$ cat config.mk
export PLATFORM = sky130hd
export DESIGN_NAME = t03_vga_timing_flat
export DESIGN_NICKNAME = d
export VERILOG_FILES = /design/src/rtl/t03_vga_timing_if.sv /design/src/rtl/t03_vga_timing.sv /design/src/flat_wrapper.sv
export SDC_FILE = /design/constraint.sdc
export NUM_CORES = 1
export LEC_CHECK = 0
export CELL_PAD_IN_SITES_DETAIL_PLACEMENT = 0
export CELL_PAD_IN_SITES_GLOBAL_PLACEMENT = 1
export CORE_ASPECT_RATIO = 1.1
export CORE_UTILIZATION = 35
export CTS_CLUSTER_DIAMETER = 40
export DETAILED_ROUTE_END_ITERATION = 8
export PLACE_DENSITY = 0.76
export SLEW_MARGIN = 20
export SYNTH_ARGS = -nofsm -noshare
export SYNTH_HDL_FRONTEND = slang
export SYNTH_SLANG_ARGS = --single-unit
$ cat constraint.sdc
create_clock -name clk -period 3.15 [get_ports clk]
set_input_delay 0.315 -clock clk [delete_from_list [all_inputs] [get_ports clk]]
set_output_delay 0.315 -clock clk [all_outputs]
set_load 0.01 [all_outputs]
$ cat src/rtl/t03_vga_timing_if.sv
`default_nettype none
`timescale 1ns/1ps
// +--------------------------------------------------------------------------+
// | Module      : t03_vga_timing_if                                          |
// | Description : Display-path bundle between the raster timing generator    |
// |               and the colour-mux stage.                                  |
// |   pixel_en    pixel tick (into the generator)                            |
// |   color_in    8-bit colour for the current Hcnt/Vcnt (into the generator)|
// |   Hcnt/Vcnt   11-bit raster position, stage-0 view                       |
// |   line_start  Hcnt==0 decode; frame_start  Hcnt==0 && Vcnt==0 decode     |
// |   hsync/vsync sync pulses, aligned with rgb_out                          |
// |   active      rgb_out carries a visible pixel                            |
// |   rgb_out     registered 8-bit colour to the pins                        |
// |   modport master : timing generator side                                 |
// |   modport slave  : consumer / pixel-source side                          |
// | Revision    : 1.0  initial release                                       |
// +--------------------------------------------------------------------------+
interface t03_vga_timing_if;
  logic        pixel_en;
  logic [7:0]  color_in;
  logic [10:0] Hcnt;
  logic [10:0] Vcnt;
  logic        line_start;
  logic        frame_start;
  logic        hsync;
  logic        vsync;
  logic        active;
  logic [7:0]  rgb_out;

  modport master (
    input  pixel_en, color_in,
    output Hcnt, Vcnt, line_start, frame_start, hsync, vsync, active, rgb_out
  );

  modport slave (
    output pixel_en, color_in,
    input  Hcnt, Vcnt, line_start, frame_start, hsync, vsync, active, rgb_out
  );
endinterface
`default_nettype wire

$ cat src/rtl/t03_vga_timing.sv
`default_nettype none
`timescale 1ns/1ps
// +--------------------------------------------------------------------------+
// | Module      : t03_vga_timing                                             |
// | Description : SVGA raster timing generator and registered pixel output   |
// |               stage. Counts Hcnt/Vcnt, tracks horizontal and vertical    |
// |               phase (ACTIVE/FRONT/SYNC/BACK), and registers colour plus  |
// |               sync so all pin-side outputs describe the same pixel.      |
// | Ports       : clk   in  clock (pixel clock when pixel_en tied high)      |
// |               nrst  in  synchronous active-low reset                     |
// |               vga   master modport of t03_vga_timing_if                  |
// |                     (pixel_en, color_in in; counters, pulses, sync,      |
// |                      active, rgb_out out)                                |
// | Notes       : every porch/sync/active segment must be at least 1 wide.   |
// | Revision    : 1.0  initial release                                       |
// +--------------------------------------------------------------------------+
module t03_vga_timing #(
  parameter int H_ACTIVE = 800,
  parameter int H_FRONT  = 40,
  parameter int H_SYNC   = 128,
  parameter int H_BACK   = 88,
  parameter int V_ACTIVE = 600,
  parameter int V_FRONT  = 1,
  parameter int V_SYNC   = 4,
  parameter int V_BACK   = 23,
  parameter bit SYNC_POL = 1'b1
) (
  input  logic               clk,
  input  logic               nrst,
  t03_vga_timing_if.master   vga
);

  localparam int c_h_total = H_ACTIVE + H_FRONT + H_SYNC + H_BACK;
  localparam int c_v_total = V_ACTIVE + V_FRONT + V_SYNC + V_BACK;

  // Last count of each segment; the phase advances on the tick leaving it.
  localparam logic [10:0] c_h_act_end  = 11'(H_ACTIVE - 1);
  localparam logic [10:0] c_h_fp_end   = 11'(H_ACTIVE + H_FRONT - 1);
  localparam logic [10:0] c_h_sync_end = 11'(H_ACTIVE + H_FRONT + H_SYNC - 1);
  localparam logic [10:0] c_h_last     = 11'(c_h_total - 1);
  localparam logic [10:0] c_v_act_end  = 11'(V_ACTIVE - 1);
  localparam logic [10:0] c_v_fp_end   = 11'(V_ACTIVE + V_FRONT - 1);
  localparam logic [10:0] c_v_sync_end = 11'(V_ACTIVE + V_FRONT + V_SYNC - 1);
  localparam logic [10:0] c_v_last     = 11'(c_v_total - 1);

  localparam logic [1:0] c_ph_active = 2'd0;
  localparam logic [1:0] c_ph_front  = 2'd1;
  localparam logic [1:0] c_ph_sync   = 2'd2;
  localparam logic [1:0] c_ph_back   = 2'd3;

  logic [10:0] h_cnt_q, h_cnt_d;
  logic [10:0] v_cnt_q, v_cnt_d;
  logic [1:0]  h_phase_q, h_phase_d;
  logic [1:0]  v_phase_q, v_phase_d;
  logic        active_q, active_d;
  logic [7:0]  rgb_q, rgb_d;
  logic        hsync_q, hsync_d;
  logic        vsync_q, vsync_d;

  logic        w_h_wrap;
  logic        w_v_wrap;
  logic        w_visible;

  assign w_h_wrap = (h_cnt_q == c_h_last);
  assign w_v_wrap = (v_cnt_q == c_v_last);

  // ---------------------------------------------------------------------
  // Phase FSMs: state register
  // ---------------------------------------------------------------------
  always_ff @(posedge clk) begin
    if (!nrst) begin
      h_phase_q <= c_ph_active;
      v_phase_q <= c_ph_active;
    end else begin
      h_phase_q <= h_phase_d;
      v_phase_q <= v_phase_d;
    end
  end

  // ---------------------------------------------------------------------
  // Phase FSMs: next state. Transitions line up with the counter value
  // being left so the phase always matches the decode of the counter.
  // ---------------------------------------------------------------------
  always_comb begin
    h_phase_d = h_phase_q;
    if (vga.pixel_en) begin
      case (h_phase_q)
        c_ph_active: if (h_cnt_q == c_h_act_end)  h_phase_d = c_ph_front;
        c_ph_front:  if (h_cnt_q == c_h_fp_end)   h_phase_d = c_ph_sync;
        c_ph_sync:   if (h_cnt_q == c_h_sync_end) h_phase_d = c_ph_back;
        c_ph_back:   if (w_h_wrap)                h_phase_d = c_ph_active;
        default:                                  h_phase_d = c_ph_active;
      endcase
    end
  end

  // Vertical phase only moves on the line-wrap tick.
  always_comb begin
    v_phase_d = v_phase_q;
    if (vga.pixel_en && w_h_wrap) begin
      case (v_phase_q)
        c_ph_active: if (v_cnt_q == c_v_act_end)  v_phase_d = c_ph_front;
        c_ph_front:  if (v_cnt_q == c_v_fp_end)   v_phase_d = c_ph_sync;
        c_ph_sync:   if (v_cnt_q == c_v_sync_end) v_phase_d = c_ph_back;
        c_ph_back:   if (w_v_wrap)                v_phase_d = c_ph_active;
        default:                                  v_phase_d = c_ph_active;
      endcase
    end
  end

  // ---------------------------------------------------------------------
  // Phase FSMs: outputs (one pixel_en tick of latency via the pin stage)
  // ---------------------------------------------------------------------
  always_comb begin
    w_visible = (h_phase_q == c_ph_active) && (v_phase_q == c_ph_active);
    active_d  = active_q;
    rgb_d     = rgb_q;
    hsync_d   = hsync_q;
    vsync_d   = vsync_q;
    if (vga.pixel_en) begin
      active_d = w_visible;
      // Blanking forces black so colour-mux garbage never reaches the pins.
      rgb_d    = w_visible ? vga.color_in : 8'h00;
      hsync_d  = (h_phase_q == c_ph_sync) ? SYNC_POL : ~SYNC_POL;
      vsync_d  = (v_phase_q == c_ph_sync) ? SYNC_POL : ~SYNC_POL;
    end
  end

  // ---------------------------------------------------------------------
  // Raster counters
  // ---------------------------------------------------------------------
  always_comb begin
    h_cnt_d = h_cnt_q;
    v_cnt_d = v_cnt_q;
    if (vga.pixel_en) begin
      if (w_h_wrap) begin
        h_cnt_d = '0;
        v_cnt_d = w_v_wrap ? 11'd0 : v_cnt_q + 11'd1;
      end else begin
        h_cnt_d = h_cnt_q + 11'd1;
      end
    end
  end

  always_ff @(posedge clk) begin
    if (!nrst) begin
      h_cnt_q  <= '0;
      v_cnt_q  <= '0;
      active_q <= 1'b0;
      rgb_q    <= 8'h00;
      hsync_q  <= ~SYNC_POL;
      vsync_q  <= ~SYNC_POL;
    end else begin
      h_cnt_q  <= h_cnt_d;
      v_cnt_q  <= v_cnt_d;
      active_q <= active_d;
      rgb_q    <= rgb_d;
      hsync_q  <= hsync_d;
      vsync_q  <= vsync_d;
    end
  end

  // ---------------------------------------------------------------------
  // Outputs. The start pulses are decodes of the counters; they are held
  // low while in reset so the reset state shows no pulse.
  // ---------------------------------------------------------------------
  assign vga.Hcnt        = h_cnt_q;
  assign vga.Vcnt        = v_cnt_q;
  assign vga.line_start  = nrst && (h_cnt_q == 11'd0);
  assign vga.frame_start = nrst && (h_cnt_q == 11'd0) && (v_cnt_q == 11'd0);
  assign vga.active      = active_q;
  assign vga.rgb_out     = rgb_q;
  assign vga.hsync       = hsync_q;
  assign vga.vsync       = vsync_q;

endmodule
`default_nettype wire

$ cat src/flat_wrapper.sv
// flat-port wrapper written by rule: the top's interface ports become plain ports
module t03_vga_timing_flat 
#(
  parameter int H_ACTIVE = 800,
  parameter int H_FRONT  = 40,
  parameter int H_SYNC   = 128,
  parameter int H_BACK   = 88,
  parameter int V_ACTIVE = 600,
  parameter int V_FRONT  = 1,
  parameter int V_SYNC   = 4,
  parameter int V_BACK   = 23,
  parameter bit SYNC_POL = 1'b1
)
  (clk, nrst, vga_pixel_en, vga_color_in, vga_Hcnt, vga_Vcnt, vga_line_start, vga_frame_start, vga_hsync, vga_vsync, vga_active, vga_rgb_out);
  t03_vga_timing_if vga_i ();
  input  logic clk;
  input  logic nrst;
  input wire logic [$bits(vga_i.pixel_en)-1:0] vga_pixel_en;
  input wire logic [$bits(vga_i.color_in)-1:0] vga_color_in;
  output wire logic [$bits(vga_i.Hcnt)-1:0] vga_Hcnt;
  output wire logic [$bits(vga_i.Vcnt)-1:0] vga_Vcnt;
  output wire logic [$bits(vga_i.line_start)-1:0] vga_line_start;
  output wire logic [$bits(vga_i.frame_start)-1:0] vga_frame_start;
  output wire logic [$bits(vga_i.hsync)-1:0] vga_hsync;
  output wire logic [$bits(vga_i.vsync)-1:0] vga_vsync;
  output wire logic [$bits(vga_i.active)-1:0] vga_active;
  output wire logic [$bits(vga_i.rgb_out)-1:0] vga_rgb_out;
  assign vga_i.pixel_en = vga_pixel_en;
  assign vga_i.color_in = vga_color_in;
  assign vga_Hcnt = vga_i.Hcnt;
  assign vga_Vcnt = vga_i.Vcnt;
  assign vga_line_start = vga_i.line_start;
  assign vga_frame_start = vga_i.frame_start;
  assign vga_hsync = vga_i.hsync;
  assign vga_vsync = vga_i.vsync;
  assign vga_active = vga_i.active;
  assign vga_rgb_out = vga_i.rgb_out;
  t03_vga_timing #(.H_ACTIVE(H_ACTIVE), .H_FRONT(H_FRONT), .H_SYNC(H_SYNC), .H_BACK(H_BACK), .V_ACTIVE(V_ACTIVE), .V_FRONT(V_FRONT), .V_SYNC(V_SYNC), .V_BACK(V_BACK), .SYNC_POL(SYNC_POL)) u_core (.clk(clk), .nrst(nrst), .vga(vga_i));
endmodule
==> out/qor.txt, run 1 <==
GRT Resource Usage Total -> 0.1591
Post-synth ARST share -> 0
Ant diodes -> 0
First-pass GRT wire length -> 7314 µm
Port Buffers -> 45
Routed Antenna Nets -> 0
CTS resizes -> 0
Hold Path Class -> flop to flop
Dpl ws -> 0.8990 ns
Slowest stage cell on the critical path -> clkdlybuf4s50_1
Mean Syn Cell Area -> 8.567 µm²
Post-detail-place hpwl -> 3073 µm
Pleak -> 0.9702 nW
Die width -> 73.39 µm
Shortest clock period the worst path allows after layout -> 2.491 ns
Final Max Tran Viols -> 0
Yosys warns -> 0
H-tree levels -> 2
WS Path Type -> flop to output pin
Synth top area cells -> dfxtp_1, ha_1, nor2b_1
Worst Tran Pin Value -> 0.6425 ns
Final hold vios -> 0
MaxCap Viol Count -> 0
Worst reg2reg path startpoint -> u_core.vga.Hcnt[4]
Clock net sink count -> 37
Yosys top cell area share -> 0.3776
Placed cells -> 342
Power density cells -> 379.0 nW/µm²
Setup crit start kind -> flop
Yosys reg bits -> 37
Share of layout cells above drive strength 1 -> 0.05091
Deepest clock path buffer count -> 2
Placed cell area -> 2484 µm²
Reg clk slew, reported paths -> 0.08 ns
Post-route DRC -> 0
Final core utilization -> 0.4810
Detailed Route Iter0 Violations -> 49
Crit-path cells -> nor4_1 > nand2_1 > nor3_1 > and4_1 > clkdlybuf4s50_1
Final setup viols -> 0
Maximum clock frequency -> 401.5 MHz
Vias in the first global route -> 1558
Area of the multi-input gates -> 1142 µm²
FP Rows -> 28
Sequential power share -> 0.492
Fin cells -> 350
Vias/cell -> 4.794
Initial Utilization -> 0.3636
Pint -> 0.7628 mW
CP Max Fanout -> 7
RSZ-0062 raised after global routing -> false
Mapped Cells -> 229
Drt pass-1 iters -> 4
Switch Pwr -> 0.2206 mW
Clk Latency, worst-skew pair -> 0.29 ns
Run status -> completed
Post-synth cell types -> 35
Dominant cell type by area after synthesis -> dfxtp_1
Setup Skew -> 0.009421 ns
Die ar. -> 5909 µm²
Most frequent cell after synthesis -> dfxtp_1
Crit share post-route -> 0.7907
TNS Setup -> 0 ns
Clock buffer count from CTS -> 5
Number of flops mapped to enable cells by yosys -> 0
Die height -> 80.52 µm
Worst hold start -> u_core.h_phase_q[1]
Routed wire length -> 4290 µm
Peak supply drop -> 0.1852 mV
Area grow syn2layout -> 32.27%
Cell area after synthesis -> 1962 µm²
Worst path max stage delay -> 0.53 ns
Commonest cells in the netlist -> dfxtp_1, nor2_1, nand2_1, nor2b_1, ha_1
Setup WS post-layout -> 0.6594 ns
DR WL/cell -> 12.26 µm
Clock power frac -> 0.421
Dominant synthesized flop cell -> dfxtp_1
Reg2reg path depth -> 4
Root Buffer -> clkbuf_8
Fin area -> 2595 µm²
Logic gate share of total power -> 0.086
Antenna violations before repair -> 0
GP Congestion -> 0.7479
Crit. Startpoint -> u_core.vga.Hcnt[3]
Core Region -> 5395 µm²
Sw frac -> 0.2244
Setup crit end kind -> output pin
Arrival time at the worst endpoint -> 2.18 ns
Final Net Count -> 300
Pin count of the biggest net entering global routing -> 23
Postcts setup bufs -> 0
Remaining Overflow, GRT -> 0
Hold buffers post-CTS -> 0
Sequential share of the synthesized area -> 0.3776
FF+latch area -> 740.7 µm²
Slew margin rel. -> 0.5693
Via Count -> 1678
R2R setup slack -> 1.03 ns
Syn Nets -> 255
Hold path cells -> 2
# IOs -> 46
TritonCTS clock tree -> built
Crit path required time -> 2.83 ns
Fillcell total -> 556
[cell type report]
cell class / count / share of cell area
clock buffer: 6 / 0.02797
clock inverter: 2 / 0.01495
inverter: 11 / 0.01591
multi-input combinational: 172 / 0.4402
sequential: 37 / 0.2854
tap: 75 / 0.03616
timing repair buffer: 47 / 0.1794
[critical path, delay by kind of cell (launching register included)]
kind	cells	cell delay (ns)
simple gates	4	0.99
buf+inv	1	0.53
flops	1	0.38
[stage by stage]
step,hold WS (ns),total power [mW]
after global routing,0.5379,1.025
final,0.5048,0.9834
after global placement,0.4863,0.5808
after CTS,0.5048,1.002
after floorplan,0.4497,0.5348
after detailed placement,0.4941,0.5811
[cells by family after synthesis]
kind of cell,count (synthesis),share of synthesized area
AO/OA/AOI/OAI,25,0.07908
XOR/XNOR,18,0.08036
flip-flops,37,0.3776
multiplexers,6,0.03061
adder cells (fa/ha/maj),15,0.09566
AND/OR/NAND/NOR,108,0.2966
buffers and inverters,20,0.04018
[state kept, by name, summed over array words and instances (netlist names)]
name and cells:
u_core.vga.active 1, u_core.vga.hsync 1, u_core.vga.rgb_out 8, u_core.vga.Vcnt 11
u_core.h_phase_q 2, u_core.vga.vsync 1, u_core.v_phase_q 2, u_core.vga.Hcnt 11
[cells in the final DEF, fill, tap and decap left out, types with 2 or more instances in the layout]
master           synthesis  final
clkbuf_8                 0      5
dfxtp_1                 37     37
xor2_1                  12     12
nor4_1                   4      4
nor3_1                   3      3
clkdlybuf4s50_1          0     45
nor2_1                  25     25
nand3_1                 11     11
nor2b_1                 20     20
a21boi_0                 2      2
and4_1                   3      3
nand2_1                 20     20
inv_1                   11     11
and3_1                   7      7
o21ai_0                  4      4
nor4bb_1                 2      2
or3_1                    2      2
mux2i_1                  6      6
o21a_1                   2      2
xnor2_1                  6      6
ha_1                    15     15
a21oi_1                 11     11
buf_4                    1      2
nand4_1                  5      5
[metal layers]
layer,GRT usage,vias to the layer above,wire [µm]
met2,0.2546,44,1939
li1,-,868,-
met5,0,-,0
met3,0.04266,5,198
met1,0.2079,761,2106
met4,0.04615,0,46
[power groups by stage]
stage / Clock (mW) / Sequential [mW] / Combinational (mW)
after floorplan: 0 / 0.498 / 0.0366
after global placement: 0 / 0.495 / 0.0856
after detailed placement: 0 / 0.495 / 0.0861
after CTS: 0.432 / 0.484 / 0.0864
after global routing: 0.446 / 0.486 / 0.0935
final: 0.414 / 0.484 / 0.0847
[path summary, 6_finish.rpt]
check | to
worst max-delay path | vga_frame_start
worst min register to register | u_core.h_phase_q[1]
worst max register to register | u_core.v_phase_q[1]
worst min-delay path | u_core.h_phase_q[1]
No activity file was read; power rests on OpenSTA's default activity.
==> run 2, diff against run 1 <==
==> constraint.sdc (replaced) <==
create_clock -name clk -period 2.5 [get_ports clk]
set_input_delay 0.25 -clock clk [delete_from_list [all_inputs] [get_ports clk]]
set_output_delay 0.25 -clock clk [all_outputs]
set_load 0.01 [all_outputs]
==> out/qor.txt, run 2 (synthesis gave the netlist of run 1 again) <==
Run status -> completed
Vias/cell -> 4.849
TNS Setup -> 0 ns
Pint -> 0.9866 mW
Arrival time at the worst endpoint -> 2.06 ns
Via Count -> 1702
Setup Skew -> 0.006924 ns
Remaining Overflow, GRT -> 0
Root Buffer -> clkbuf_8
H-tree levels -> 2
Final Max Tran Viols -> 0
CP Max Fanout -> 7
Deepest clock path buffer count -> 2
Post-route DRC -> 0
Antenna violations before repair -> 0
DR WL/cell -> 12.46 µm
Pleak -> 0.9805 nW
Final core utilization -> 0.4861
Most frequent cells in the layout -> clkdlybuf4s50_1, dfxtp_1, nor2_1, nand2_1, nor2b_1
Final Net Count -> 301
Routed Antenna Nets -> 0
Shortest clock period the worst path allows after layout -> 2.308 ns
RSZ-0062 raised after global routing -> false
Core Region -> 5395 µm²
Setup crit start kind -> flop
Pin count of the biggest net entering global routing -> 23
Port Buffers -> 45
Detailed Route Iter0 Violations -> 36
Die height -> 80.52 µm
GP Congestion -> 0.7546
Area grow syn2layout -> 33.67%
Worst hold start -> u_core.v_phase_q[1]
Clock power frac -> 0.434
Min Hold Slack -> 0.5063 ns
Die ar. -> 5909 µm²
WS Path Type -> flop to output pin
Worst Tran Pin Value -> 0.5426 ns
Vias in the first global route -> 1559
R2R setup slack -> 0.39 ns
Slew margin rel. -> 0.6349
Final hold vios -> 0
Setup crit end kind -> output pin
Clk Latency, worst-skew pair -> 0.29 ns
Commonest non-fill, non-tap cell in the layout -> clkdlybuf4s50_1
Share of layout cells above drive strength 1 -> 0.06522
Crit. Startpoint -> u_core.vga.Hcnt[3]
Sw frac -> 0.2223
Die width -> 73.39 µm
Ant diodes -> 0
Initial Utilization -> 0.3636
Clock net sink count -> 37
Drt pass-1 iters -> 4
First-pass GRT wire length -> 7231 µm
Post-detail-place hpwl -> 3098 µm
Reg clk slew, reported paths -> 0.08 ns
Crit path required time -> 2.25 ns
Hold Path Class -> flop to flop
Power, Total -> 1.269 mW
Peak supply drop -> 0.2916 mV
Maximum clock frequency -> 433.3 MHz
Routed wire length -> 4375 µm
Clock buffer count from CTS -> 5
Switch Pwr -> 0.2820 mW
FP Rows -> 28
Logic gate share of total power -> 0.085
Final setup viols -> 0
TritonCTS clock tree -> built
MaxCap Viol Count -> 0
# IOs -> 46
Sequential power share -> 0.481
GRT Resource Usage Total -> 0.1582
Worst reg2reg path startpoint -> u_core.vga.Hcnt[4]
Crit share post-route -> 0.9232
Power density cells -> 483.7 nW/µm²
-- run 2: cell types whose count changed in the layout (fill, tap and decap cells not counted) --
| cell | delta |
|---|---|
| clkbuf_1 | -1 |
| nor4_2 | +1 |
| clkinvlp_4 | +1 |
| clkinv_4 | -1 |
| nor3_2 | +1 |
| nor3_1 | -1 |
| clkbuf_8 | +1 |
| buf_4 | +1 |
| nor4_1 | -1 |
-- run 2: power groups by stage --
stage	clock (mW)	combinational, mW	sequential, mW
after detailed placement	0	0.108	0.624
after CTS	0.565	0.109	0.610
after global placement	0	0.107	0.624
after global routing	0.586	0.118	0.612
final	0.551	0.107	0.610
after floorplan	0	0.0461	0.628
-- run 2: path summary, 6_finish.rpt --
kind         depth (start not counted)                   to
max                                  5      vga_frame_start
min                                  2  u_core.v_phase_q[1]
max reg2reg                          5  u_core.h_phase_q[1]
min reg2reg                          2  u_core.v_phase_q[1]
-- run 2: worst max-delay path: stages (launching register included) --
cell and delay (ns):
dfxtp_1 0.38, nor4_2 0.34, nand2_1 0.12, nor3_2 0.19, and4_1 0.21, clkdlybuf4s50_1 0.52
-- run 2: metal layers --
metal / vias up / routed length (µm) / track usage
li1: 870 / - / -
met1: 778 / 2105 / 0.2024
met2: 48 / 1964 / 0.2565
met3: 6 / 251 / 0.04517
met4: 0 / 53 / 0.04615
met5: - / 0 / 0
-- run 2: timing repair --
item | 4_1_cts | 5_1_grt
setup endpoints to repair | 0 | 1
buffers inserted | 0 | 0
resized for setup | 0 | 2
endpoints found under the hold margin | 0 | 0
hold buffers | 0 | 0
-- run 2: per-stage QoR --
step | std cells | setup WS (ns) | area (µm²)
finish | 351 | 0.1921 | 2623
CTS | 351 | 0.02929 | 2611
global route | 351 | 0.07333 | 2623
global placement | 343 | 0.3830 | 2491
floorplan | 229 | 0.5021 | 1962
detailed placement | 343 | 0.3845 | 2491
-- run 2: layout make-up --
type                       instances  area [µm²]
clock inverter                     2       37.54
clock buffer                       6       82.58
sequential                        37       740.7
fill                             568        2773
timing repair buffer              48       473.0
tap                               75       93.84
multi-input combinational        172        1154
inverter                          11       41.29
